### src/rtl/regfile.sv
// General-purpose register file: 32x32 storage, register 0 reads as zero,
// two combinational read ports with same-cycle writeback bypass, and a
// counter of committed writes to registers 1..NUM_REGS-1.
module regfile #(
  parameter int DATA_W   = 32,
  parameter int ADDR_W   = 5,
  parameter int NUM_REGS = 32,
  parameter int CNT_W    = 32
) (
  input  logic              clk,
  input  logic              rst,
  input  logic              we,
  input  logic [ADDR_W-1:0] waddr,
  input  logic [DATA_W-1:0] wdata,
  input  logic              re1,
  input  logic [ADDR_W-1:0] raddr1,
  output logic [DATA_W-1:0] rdata1,
  input  logic              re2,
  input  logic [ADDR_W-1:0] raddr2,
  output logic [DATA_W-1:0] rdata2,
  output logic [CNT_W-1:0]  wr_count
);

  logic [DATA_W-1:0] regs_q [NUM_REGS];
  logic [DATA_W-1:0] regs_d [NUM_REGS];
  logic [CNT_W-1:0]  cnt_q;
  logic [CNT_W-1:0]  cnt_d;
  logic              commit_s;
  logic [DATA_W-1:0] rdata1_s;
  logic [DATA_W-1:0] rdata2_s;

  // Resolve one read port: reset, disable and r0 force zero; a matching
  // writeback in the same cycle wins over storage.
  function automatic logic [DATA_W-1:0] read_port(
    input logic              rst_i,
    input logic              ren,
    input logic [ADDR_W-1:0] raddr,
    input logic              we_i,
    input logic [ADDR_W-1:0] waddr_i,
    input logic [DATA_W-1:0] wdata_i,
    input logic [DATA_W-1:0] stored
  );
    logic [DATA_W-1:0] res;
    if (rst_i) begin
      res = '0;
    end else if (!ren) begin
      res = '0;
    end else if (raddr == '0) begin
      res = '0;
    end else if (we_i && (waddr_i == raddr)) begin
      res = wdata_i;
    end else begin
      res = stored;
    end
    return res;
  endfunction

  // Next storage and counter state for a committed writeback.
  always_comb begin
    regs_d   = regs_q;
    cnt_d    = cnt_q;
    commit_s = we && (waddr != '0);
    if (commit_s) begin
      regs_d[waddr] = wdata;
      cnt_d         = cnt_q + {{(CNT_W-1){1'b0}}, 1'b1};
    end else begin
      cnt_d = cnt_q;
    end
    regs_d[0] = '0;
  end

  // Storage and counter flops; synchronous reset drops any write at that edge.
  always_ff @(posedge clk) begin
    if (rst) begin
      regs_q <= '{default: '0};
      cnt_q  <= '0;
    end else begin
      regs_q <= regs_d;
      cnt_q  <= cnt_d;
    end
  end

  // Combinational read ports with writeback bypass.
  always_comb begin
    rdata1_s = read_port(rst, re1, raddr1, we, waddr, wdata, regs_q[raddr1]);
    rdata2_s = read_port(rst, re2, raddr2, we, waddr, wdata, regs_q[raddr2]);
  end

  assign rdata1   = rdata1_s;
  assign rdata2   = rdata2_s;
  assign wr_count = cnt_q;

endmodule

### config.mk
export PLATFORM = sky130hd
export DESIGN_NAME = regfile
export DESIGN_NICKNAME = d
export VERILOG_FILES = /design/src/rtl/regfile.sv
export SDC_FILE = /design/constraint.sdc
export NUM_CORES = 2
export LEC_CHECK = 0
export BUFFER_PORTS_ARGS = -buffer_cell sky130_fd_sc_hd__buf_2
export CAP_MARGIN = 40
export CORE_MARGIN = 1.5
export CORE_UTILIZATION = 55
export CTS_BUF_LIST = sky130_fd_sc_hd__clkbuf_16
export CTS_CLUSTER_SIZE = 16
export DETAILED_ROUTE_END_ITERATION = 8
export PLACE_DENSITY = 0.72
export SLEW_MARGIN = 10
export SYNTH_ARGS = -nofsm -noshare
export SYNTH_HDL_FRONTEND = slang
export SYNTH_SLANG_ARGS = --single-unit
### constraint.sdc
create_clock -name clk -period 8 [get_ports clk]
set_input_delay 1.6 -clock clk [delete_from_list [all_inputs] [get_ports clk]]
set_output_delay 1.6 -clock clk [all_outputs]
set_load 0.01 [all_outputs]
==> impl_metrics.csv <==
group,metric,value,unit
synth,ys_ff_latch,1024,
detailed_routing,num_vias,49500,
synth,syn_nets,6221,
sta,rsz0062_at_grt,"false",
global_route,grt_overflow,0,
final_layout,fillers,8062,
sta,slew_violations,0,
placed_design,dpl_cell_area,54200,µm²
synth,async_reset_ff_share,0,%
final_layout,layout-drive-gt1-share,17.0,%
clock_network,cts_setup_buffers,0,
detailed_routing,viasPerCell,6.83,
sta,min_period,6470,ps
synth,ys_types,63,
floorplan,ios,148,
power_and_ir_drop,cellLeakagePower,0.0191,µW
sta,fin_crit_sh,80.9,%
detailed_routing,routed_wl,199000,µm
clock_network,clk_latency,690,ps
detailed_routing,ant_nets,0,
power_and_ir_drop,p_per_area,189,nW/µm²
detailed_routing,drc,1,
sta,setup_tns,0,ps
floorplan,die_h,313,µm
synth,synth_top_area_share,38.8,%
final_layout,num-nets-final,5965,
detailed_routing,wl_per_cell,27.4,µm
critical_path,path_class,"input pin to primary output",
synth,ys_top_cells_by_count,"nand2_1 (2070), a21oi_1 (1044), dfxtp_1 (1024)",
critical_path,start_kind,"input pin",
final_layout,areaGrowthSynthToFinish,8.95,%
global_route,antenna_found_initial,7,
power_and_ir_drop,seqPwrFrac,47.4,%
power_and_ir_drop,ir_drop,0.147,mV
power_and_ir_drop,combPwrFrac,8.7,%
outcome,violations,"design-rule violations",
critical_path,crit_arrival,4870,ps
min_path,hold_end,"regs_q[41]$_SDFFE_PP0P_",
sta,worst_pin_slew,1050,ps
synth,synth.most_common_cell,"nand2_1",
global_route,grt_start_max_net_pins,213,
outcome,status,"finished with violations",
clock_network,cts_tree,"done",
min_path,worstHoldStart,"regs_q[41]$_SDFFE_PP0P_",
clock_network,root_buffer,"clkbuf_16",
clock_network,cts_hold_buf,0,
clock_network,htree_levels,3,
synth,synth_top_cell_by_area,"dfxtp_1",
critical_path,reg2reg_from,"wr_count[4]$_SDFFE_PP0P_",
synth,synth_seq_area_share,38.8,%
placed_design,gp_congestion,0.936,
sta,setup_violations,0,
sta,slew_headroom,29.7,%
critical_path,worst_ep_required_time,6400,ps
placed_design,dp.cells,7063,
min_path,holdCritPathClass,"register to register",
critical_path,critPathMaxFanout,84,
placed_design,io_buffers,147,
sta,skew,3.61,ps
global_route,grt_pass1_vias,46000,
clock_network,clock-sinks,1024,
clock_network,clk_pin_slew,60,ps
floorplan,start_util,55.6,%
floorplan,dieArea,97800,µm²
power_and_ir_drop,internal-power,8040,µW
global_route,grt_use_total,39.3,%
min_path,hold-path-cell-count,2,
global_route,grt_first_pass_wirelength,292000,µm
synth,syn_inst,6168,
floorplan,die_width,313,µm
clock_network,cts_resized,0,
sta,finalHoldViolCount,0,
critical_path,rrSetupSlack,5310,ps
synth,synth.area.top_cells,"dfxtp_1 (39%), mux4_2 (18%), nand2_1 (15%)",
run,max_cap_violations,0,
critical_path,r2r_cells,5,
sta,fmax,155,MHz
placed_design,dp_hpwl,117000,µm
synth,synth_area_per_cell,8.56,µm²
detailed_routing,initialDrtViolationCount,9096,
final_layout,fin_cells,7255,
synth,syn-cell-area,52800,µm²
clock_network,clockBufferDepth,3,
final_layout,stdcell_area,57500,µm²
final_layout,n_antenna_cell,0,
synth,ys_warn_count,0,
power_and_ir_drop,p_switching,2850,µW
power_and_ir_drop,switching_share,26.2,%
critical_path,end_kind,"primary output",
floorplan,fp-row-count,113,
critical_path,r2r_end,"wr_count[28]$_SDFFE_PP0P_",
power_and_ir_drop,p_clk_share,43.9,%
synth,ys.flop_type,"dfxtp_1",
floorplan,core-area,95000,µm²
synth,synth-edff-count,0,
clock_network,cts_made_buffers,104,
detailed_routing,firstDrtPassIters,9,
-- critical path, cell delays in order --
cell	delay [ps]
buf_8	740
buf_4	650
mux4_2	570
nor2b_1	140
a31oi_1	160
a21oi_1	280
a211o_1	450
buf_2	180
-- power by group through the flow --
stage / Combinational [µW] / Clock (µW) / Sequential, µW
3_3_place_gp: 884 / 0 / 5270
4_1_cts: 904 / 4770 / 5160
5_1_grt: 962 / 4990 / 5170
2_1_floorplan: 610 / 0 / 5270
6_report: 945 / 4780 / 5160
3_5_place_dp: 902 / 0 / 5280
-- cell type report --
type / instances / area (µm²) / area share (%)
clock inverter: 77 / 544 / 0.946
sequential: 1024 / 20500 / 35.6
multi-input combinational: 4477 / 29800 / 51.8
clock buffer: 107 / 2680 / 4.66
timing repair buffer: 294 / 2390 / 4.15
tap: 1265 / 1580 / 2.75
inverter: 11 / 41.3 / 0.0718
-- metal layers --
layer,routed length (µm),vias to the layer above,global-route usage [%]
met5,71,-,0
met4,13200,12,23.2
met3,31600,894,12.0
met2,84400,4061,57.0
met1,69800,23600,51.8
li1,-,21000,-
-- registers in the layout, summed over array words and instances (netlist names) --
| register | cells |
|---|---|
| regs_q | 992 |
| wr_count | 32 |
-- layout by cell type, fill, tap and decap left out, types with 10 or more instances in the layout --
| cell type | count |
|---|---|
| mux2_2 | 83 |
| o21ai_0 | 27 |
| buf_4 | 101 |
| buf_2 | 145 |
| nand3_1 | 14 |
| nor2_1 | 98 |
| inv_1 | 30 |
| nor3_1 | 34 |
| nor4_1 | 35 |
| a31oi_1 | 13 |
| xnor2_1 | 28 |
| a211o_1 | 29 |
| mux4_2 | 416 |
| a21oi_1 | 1044 |
| nor2b_1 | 76 |
| nor2_4 | 32 |
| a221o_1 | 31 |
| clkinv_2 | 22 |
| dfxtp_1 | 1024 |
| a22oi_1 | 30 |
| buf_16 | 10 |
| o22ai_1 | 59 |
| mux2i_1 | 117 |
| o311a_1 | 22 |
| clkinv_1 | 19 |
| buf_12 | 23 |
| a211oi_1 | 71 |
| nand2_2 | 29 |
| nand2_1 | 2041 |
| clkbuf_16 | 107 |
| a221oi_1 | 31 |
-- how the worst max path moves through the flow --
stage,slack [ps],end,cells past startpoint,startpoint
floorplan,3060,rdata2[10],8,raddr2[1]
global placement,1410,rdata1[14],7,raddr1[0]
detailed placement,1610,rdata1[14],8,raddr1[0]
CTS,1600,rdata1[14],8,raddr1[0]
global route,1410,rdata1[14],8,raddr1[0]
finish,1530,rdata1[0],8,raddr1[0]
-- cells by family after synthesis --
logic type      count (synthesis)  synth area share, %
xor+xnor                       31                0.514
buf+inv                       667                 5.40
compound gates               1399                 15.1
fa+ha+maj                       1               0.0237
mux                           616                 21.7
flops                        1024                 38.8
simple gates                 2430                 18.3
-- through the flow --
stage / setup slack (ps) / util, % / power, µW / hold slack, ps
final: 1530 / 60.5 / 10900 / 462
after global routing: 1410 / 60.5 / 11100 / 478
after CTS: 1600 / 60.5 / 10800 / 463
after detailed placement: 1610 / 57.1 / 6180 / 455
after global placement: 1410 / 56.4 / 6160 / 448
after floorplan: 3060 / - / 5880 / 442
No activity file was read; power rests on OpenSTA's default activity.
